--- config.mk ---
export PLATFORM = sky130hd
export DESIGN_NAME = b_to_f_scheduler
export DESIGN_NICKNAME = d
export VERILOG_FILES = /design/src/rtl/b_to_f_scheduler.sv
export SDC_FILE = /design/constraint.sdc
export NUM_CORES = 1
export LEC_CHECK = 0
export ABC_AREA = 1
export CORE_AREA = 2 2 170 122
export DETAILED_ROUTE_END_ITERATION = 7
export DIE_AREA = 0 0 172 124
export MAX_ROUTING_LAYER = met4
export PLACE_DENSITY = 0.83
export SYNTH_ARGS = -nofsm -noshare
export SYNTH_HDL_FRONTEND = slang
export SYNTH_SLANG_ARGS = --single-unit
--- constraint.sdc ---
create_clock -name clk -period 3.8 [get_ports clk]
set_input_delay 1.14 -clock clk [delete_from_list [all_inputs] [get_ports clk]]
set_output_delay 1.14 -clock clk [all_outputs]
set_load 0.02 [all_outputs]
--- src/rtl/b_to_f_scheduler.sv ---
// rtl/b_to_f_scheduler.sv - time-shares one b_to_f calculator across the DDS channels
module b_to_f_scheduler #(
  parameter int CH_NUM       = 4,
  parameter int CALC_TIMEOUT = 64
) (
  input  logic                 clk,
  input  logic                 reset_n,
  input  logic [31:0]          b_field,
  input  logic                 b_valid,
  input  logic [CH_NUM*8-1:0]  k_coeff_ch,
  input  logic [CH_NUM-1:0]    ch_enable,
  input  logic                 err_clr,
  output logic                 calc_start,
  output logic [31:0]          calc_b_field,
  output logic [7:0]           calc_k_coeff,
  input  logic [31:0]          calc_freq,
  input  logic                 calc_ready,
  output logic [CH_NUM*32-1:0] freq_out,
  output logic [CH_NUM-1:0]    freq_update,
  output logic [CH_NUM-1:0]    phase_start,
  output logic                 busy,
  output logic                 cycle_done,
  output logic                 err_timeout,
  output logic                 overrun
);
  localparam int CW = $clog2(CALC_TIMEOUT + 1);
  localparam int IW = (CH_NUM > 1) ? $clog2(CH_NUM) : 1;

  typedef enum logic [1:0] {IDLE, START, WAIT, APPLY} state_t;
  state_t state, state_nxt;

  logic [31:0]       cur_field, buf_field;
  logic [CH_NUM-1:0] pending, buf_en, pend_rest, ch_onehot;
  logic              buf_valid;
  logic [IW-1:0]     sel_idx, ch_q;
  logic [7:0]        k_q;
  logic [7:0]        k_arr [CH_NUM];
  logic [31:0]       freq_q [CH_NUM];
  logic [CW-1:0]     wait_cnt;
  logic              timeout_hit;
  logic              err_q, ovr_q;

  // lowest pending channel is serviced first
  always_comb begin
    sel_idx = '0;
    for (int i = CH_NUM - 1; i >= 0; i--) begin
      if (pending[i]) sel_idx = IW'(i);
    end
  end

  always_comb begin
    for (int i = 0; i < CH_NUM; i++) begin
      k_arr[i] = k_coeff_ch[i*8 +: 8];
    end
  end

  assign ch_onehot   = CH_NUM'(1) << ch_q;
  assign pend_rest   = pending & ~ch_onehot;
  assign timeout_hit = (state == WAIT) && !calc_ready && (wait_cnt == CW'(CALC_TIMEOUT));

  always_comb begin
    state_nxt   = state;
    calc_start  = 1'b0;
    busy        = 1'b1;
    cycle_done  = 1'b0;
    freq_update = '0;
    case (state)
      IDLE: begin
        busy = 1'b0;
        if (buf_valid) begin
          if (|buf_en) state_nxt = START;
        end else if (b_valid && |ch_enable) begin
          state_nxt = START;
        end
      end
      START: begin
        calc_start = 1'b1;
        state_nxt  = WAIT;
      end
      WAIT: begin
        if (calc_ready) begin
          state_nxt = APPLY;
        end else if (timeout_hit) begin
          cycle_done = ~|pend_rest;
          state_nxt  = (|pend_rest) ? START : IDLE;
        end
      end
      APPLY: begin
        freq_update = ch_onehot;
        cycle_done  = ~|pend_rest;
        state_nxt   = (|pend_rest) ? START : IDLE;
      end
      default: state_nxt = IDLE;
    endcase
  end

  assign phase_start  = freq_update;
  assign calc_b_field = cur_field;
  assign calc_k_coeff = (state == START) ? k_arr[sel_idx] : k_q;
  assign err_timeout  = err_q;
  assign overrun      = ovr_q;

  for (genvar g = 0; g < CH_NUM; g++) begin : g_freq
    assign freq_out[g*32 +: 32] = freq_q[g];
  end

  always_ff @(posedge clk or negedge reset_n) begin
    if (!reset_n) begin
      state     <= IDLE;
      cur_field <= '0;
      pending   <= '0;
      buf_field <= '0;
      buf_en    <= '0;
      buf_valid <= 1'b0;
      ch_q      <= '0;
      k_q       <= '0;
      wait_cnt  <= '0;
      err_q     <= 1'b0;
      ovr_q     <= 1'b0;
      for (int i = 0; i < CH_NUM; i++) freq_q[i] <= '0;
    end else begin
      state <= state_nxt;
      case (state)
        IDLE: begin
          if (buf_valid) begin
            cur_field <= buf_field;
            pending   <= buf_en;
          end else if (b_valid) begin
            cur_field <= b_field;
            pending   <= ch_enable;
          end
        end
        START: begin
          ch_q     <= sel_idx;
          k_q      <= k_arr[sel_idx];
          wait_cnt <= CW'(1);
        end
        WAIT: begin
          if (!calc_ready) begin
            if (timeout_hit) pending  <= pend_rest;
            else             wait_cnt <= wait_cnt + CW'(1);
          end
        end
        APPLY:   pending <= pend_rest;
        default: pending <= '0;
      endcase

      // word is captured on the ready edge so it is valid during APPLY
      if (state == WAIT && calc_ready) freq_q[ch_q] <= calc_freq;

      if (b_valid && (state != IDLE || buf_valid)) begin
        buf_field <= b_field;
        buf_en    <= ch_enable;
        buf_valid <= 1'b1;
      end else if (state == IDLE) begin
        buf_valid <= 1'b0;
      end

      ovr_q <= (b_valid && state != IDLE && buf_valid) | (ovr_q & ~err_clr);
      err_q <= timeout_hit | (err_q & ~err_clr);
    end
  end
endmodule
==> metrics list <==
* Synthesized area per cell: about 8.4 sq um
* Max-slew violations: 0
- Setup violations remaining at the end of the flow were counted as 0.
- Final hold analysis gives a worst-case slack of about 0.47 ns.
- Layout fillers: ~1500
- Largest delay share family, worst path: buffers and inverters
- The most critical setup path has its endpoint at calc_k_coeff[2].
* Max Freq: about 270 MHz
* Clock tree from TritonCTS: built
- Core Region: between 15000 and 20000 sq um
- For this run, design rule violations remaining after detail routing come to 0.
- Net Count, Synth: 1263
- At the pin with the least slew margin, the transition time is 0.934 ns.
* Fraction of final layout cells sized beyond drive strength 1: 0.0592
* Start point of the critical path: k_coeff_ch[10]
- The number of different library cells used by synthesis comes to 32.
* Unrepaired setup endpoints after global routing: no
* Count of flip-flops with a built-in enable after synthesis: 0
- The floorplan has 43 rows.
- Count of yosys warnings during synthesis: 0
* Commonest non-fill, non-tap cell in the layout: nand2_1
* Number of antenna cells inserted: 0
* Most frequent cell on the critical path: nand2_1
- At the worst endpoint, the arrival time is 2.60 ns.
- IR analysis of the VDD net gives a maximum drop of about 0.00045 V.
* Nature of the critical path endpoint: primary output
- Leakage power of the design: approximately 6.6 nW
- Endpoint of the most critical register-to-register path: calc_b_field[0]$_DFFE_PN0P_
* Clock latency reported for the late side of the worst-skew pair: roughly 0.51 ns
- Average via count per standard cell: between 5 and 6
- Area of the mapped netlist: a little under 10000 sq um
* Cells along the critical path: clkdlybuf4s50_1, inv_1, nand3_1, nand3_1, nand2_1, nand2_1, nand2_1, clkdlybuf4s50_1
* Post-detailed-routing wire length: 28900 microns
- Drt first pass iters: 5
- The worst setup path is of the in -> out kind.
- For this run, the leading register cell type out of synthesis is dfrtp_1.
- Via total after detailed routing: roughly 9000
* Most used cells in the layout excluding fill and tap cells: 439 x nand2_1, 278 x clkdlybuf4s50_1, 222 x dfrtp_1
* Global route total overflow: 0
* Outcome: completed
- Number of endpoints with negative hold slack in the final report: 0
- Crit path required time: ~2.7 ns
- Reported max-cap violation count: 0
- In this run, the number of DRC markers left after iteration 0 of detailed routing was roughly 750.
- Together, buffers and inverters on the worst path number 3.
- Worst path max stage delay: 0.61 ns
- Final critical delay including setup and external delays: around 3.7 ns
- The congestion estimate from routability-driven global placement came to between 0.8 and 0.9.
- Across every metal layer, demand over resource in global routing totals 0.274.
- Worst slew margin relative to its limit: 0.375
- Height of the chip: 124 microns
- Total number of clock tree sinks: ~220
- The worst setup path is launched from an input pin.
* Number of buffers on the longest clock path: 3
- Initial core utilization: 0.494
- FFs w/ async S/R, synth: 1.00
* First-pass GRT wire length: 44500 microns
* Total Power: ~12 mW
- DPL Wire Length: 19300 microns
* Final clock period utilization by the worst path: 0.984
- Clock transition time at the flip-flop clock pins of the worst setup and hold paths: roughly 0.060 ns
- The floorplan step set the die width to about 170 microns.
- After detailed routing, the average wire length per cell comes to around 17 microns.
- Synthesized netlist cell count: 1156
- Cts hold-fix bufs: 0
- Once detail routing completed, the nets flagged for antenna violations numbered 0.
- Area growth from synthesis to final layout: 39.9%
* CTS buffer count: 22
- Final nets: 1527
* Num ports: ~290
- Root Driver: clkbuf_16
* Portion of the post-synthesis area used by sequential elements: 0.575
- Overall die area: 21300 sq um
- For the worst flop-to-flop path, the logic depth is 6.
- Setup slack on the worst reg-to-reg path comes out at 1.48 ns.
- Startpoint of the most critical register-to-register path: buf_valid$_DFFE_PN0P_
* Maximum number of pins on one net before global-route repair: 90
* Post-CTS Setup Repair Bufs: 0
- Number of H-tree levels: 1
* Flop and latch count out of synthesis: around 220
* Master of the slowest instance on the critical path: clkdlybuf4s50_1
- Fin Setup TNS: 0 ns
- The number of global-route vias before repair is roughly 8500.
- Initial antenna violation count: 0
* Power Density: 901 nW/um^2
* Layout Skew: ~0.0063 ns
- The tightest min-delay check is of the reg -> reg type.
* Crit Path Max Fanout: 2
* Cell count along the critical path: 8
- During placement, the flow inserted port buffers numbering about 290.
synth_stat cells (4+ instances only):
cell type | number | share of area
dfrtp_1 | 222 | 0.57
nand3_1 | 68 | 0.035
or2_2 | 4 | 0.0026
buf_2 | 22 | 0.011
inv_2 | 5 | 0.0019
o21ai_1 | 35 | 0.018
nand2_1 | 441 | 0.17
buf_4 | 11 | 0.0085
inv_1 | 76 | 0.030
o21ai_0 | 113 | 0.058
buf_6 | 4 | 0.0047
a21oi_1 | 8 | 0.0041
nor2_1 | 55 | 0.021
nor2_4 | 4 | 0.0047
a31oi_1 | 32 | 0.021
clkbuf_1 | 31 | 0.012
flip-flops by register name, summed over array words and instances (netlist names):
signal        flops
buf_en            4
buf_field        32
buf_valid         1
calc_b_field     32
ch_q              2
err_timeout       1
freq_out        128
k_q               8
overrun           1
pending           4
state             2
wait_cnt          7
area by class of cell:
| class | instances | area [sq um] | area share |
|---|---|---|---|
| flip-flops and latches | 222 | 5560 | 0.411 |
| multi-input cells | 783 | 3460 | 0.256 |
| repair buffers | 310 | 3070 | 0.227 |
| clock buffers | 31 | 634 | 0.0469 |
| well taps | 270 | 338 | 0.0250 |
| inverters | 81 | 304 | 0.0225 |
| clock inverters | 9 | 159 | 0.0117 |
per-stage QoR:
stage / utilization / setup slack (ns) / area, sq um / cells
5_1_grt: 0.691 / 0.00170 / 13500 / 1706
3_5_place_dp: 0.649 / 0.0212 / 12700 / 1666
6_report: 0.691 / 0.0616 / 13500 / 1706
3_3_place_gp: 0.649 / 0.0180 / 12700 / 1666
4_1_cts: 0.689 / 0.00623 / 13500 / 1706
2_1_floorplan: - / 0.864 / 9670 / 1156
worst register-to-register path, delay by kind of cell (launching register included):
kind,cells,cell delay (ns)
simple gates,1,0.09
compound gates,2,0.42
flops,1,0.39
buf+inv,3,1.34
per-layer routing:
layer  wire length [microns]  GRT usage  up-vias
li1                        -          -     4218
met1                   12400      0.373     4242
met2                   13200      0.419      372
met3                    2540     0.0620       54
met4                     796     0.0756        0
met5                       0          -        -
report_power, final:
part	leakage (nW)	switching (mW)	internal [mW]	total [mW]
Clock	0.387	0.926	1.44	2.37
Combinational	3.41	3.48	2.36	5.85
Sequential	2.77	0.602	3.37	3.97
worst min path at each step:
stage	cells past startpoint	to	from	slack (ns)
global route	2	k_q[2]$_DFF_PN0_	k_q[2]$_DFF_PN0_	0.49
floorplan	2	buf_field[17]$_DFFE_PN0P_	buf_field[17]$_DFFE_PN0P_	0.45
CTS	2	freq_out[22]$_DFFE_PN0P_	freq_out[22]$_DFFE_PN0P_	0.47
global placement	2	freq_out[25]$_DFFE_PN0P_	freq_out[25]$_DFFE_PN0P_	0.45
finish	2	freq_out[22]$_DFFE_PN0P_	freq_out[22]$_DFFE_PN0P_	0.47
detailed placement	2	freq_out[21]$_DFFE_PN0P_	freq_out[21]$_DFFE_PN0P_	0.46
kinds of logic (layout without fill, tap and decap cells):
logic type / count (synthesis) / in the layout / share of synthesized area
AND/OR/NAND/NOR: 584 / 584 / 0.243
flip-flops: 222 / 222 / 0.575
AO/OA/AOI/OAI: 195 / 195 / 0.109
buffers and inverters: 151 / 431 / 0.0691
adder cells (fa/ha/maj): 2 / 2 / 0.00259
XOR/XNOR: 2 / 2 / 0.00181
repair_timing:
item | 4_1_cts | 5_1_grt
endpoints found under the setup margin | 4 | 7
pin swaps | 0 | 0
hold endpoints to repair | 0 | 0
resized for setup | 1 | 9
cloned | 0 | 0
(Power assumes the default switching activity.)
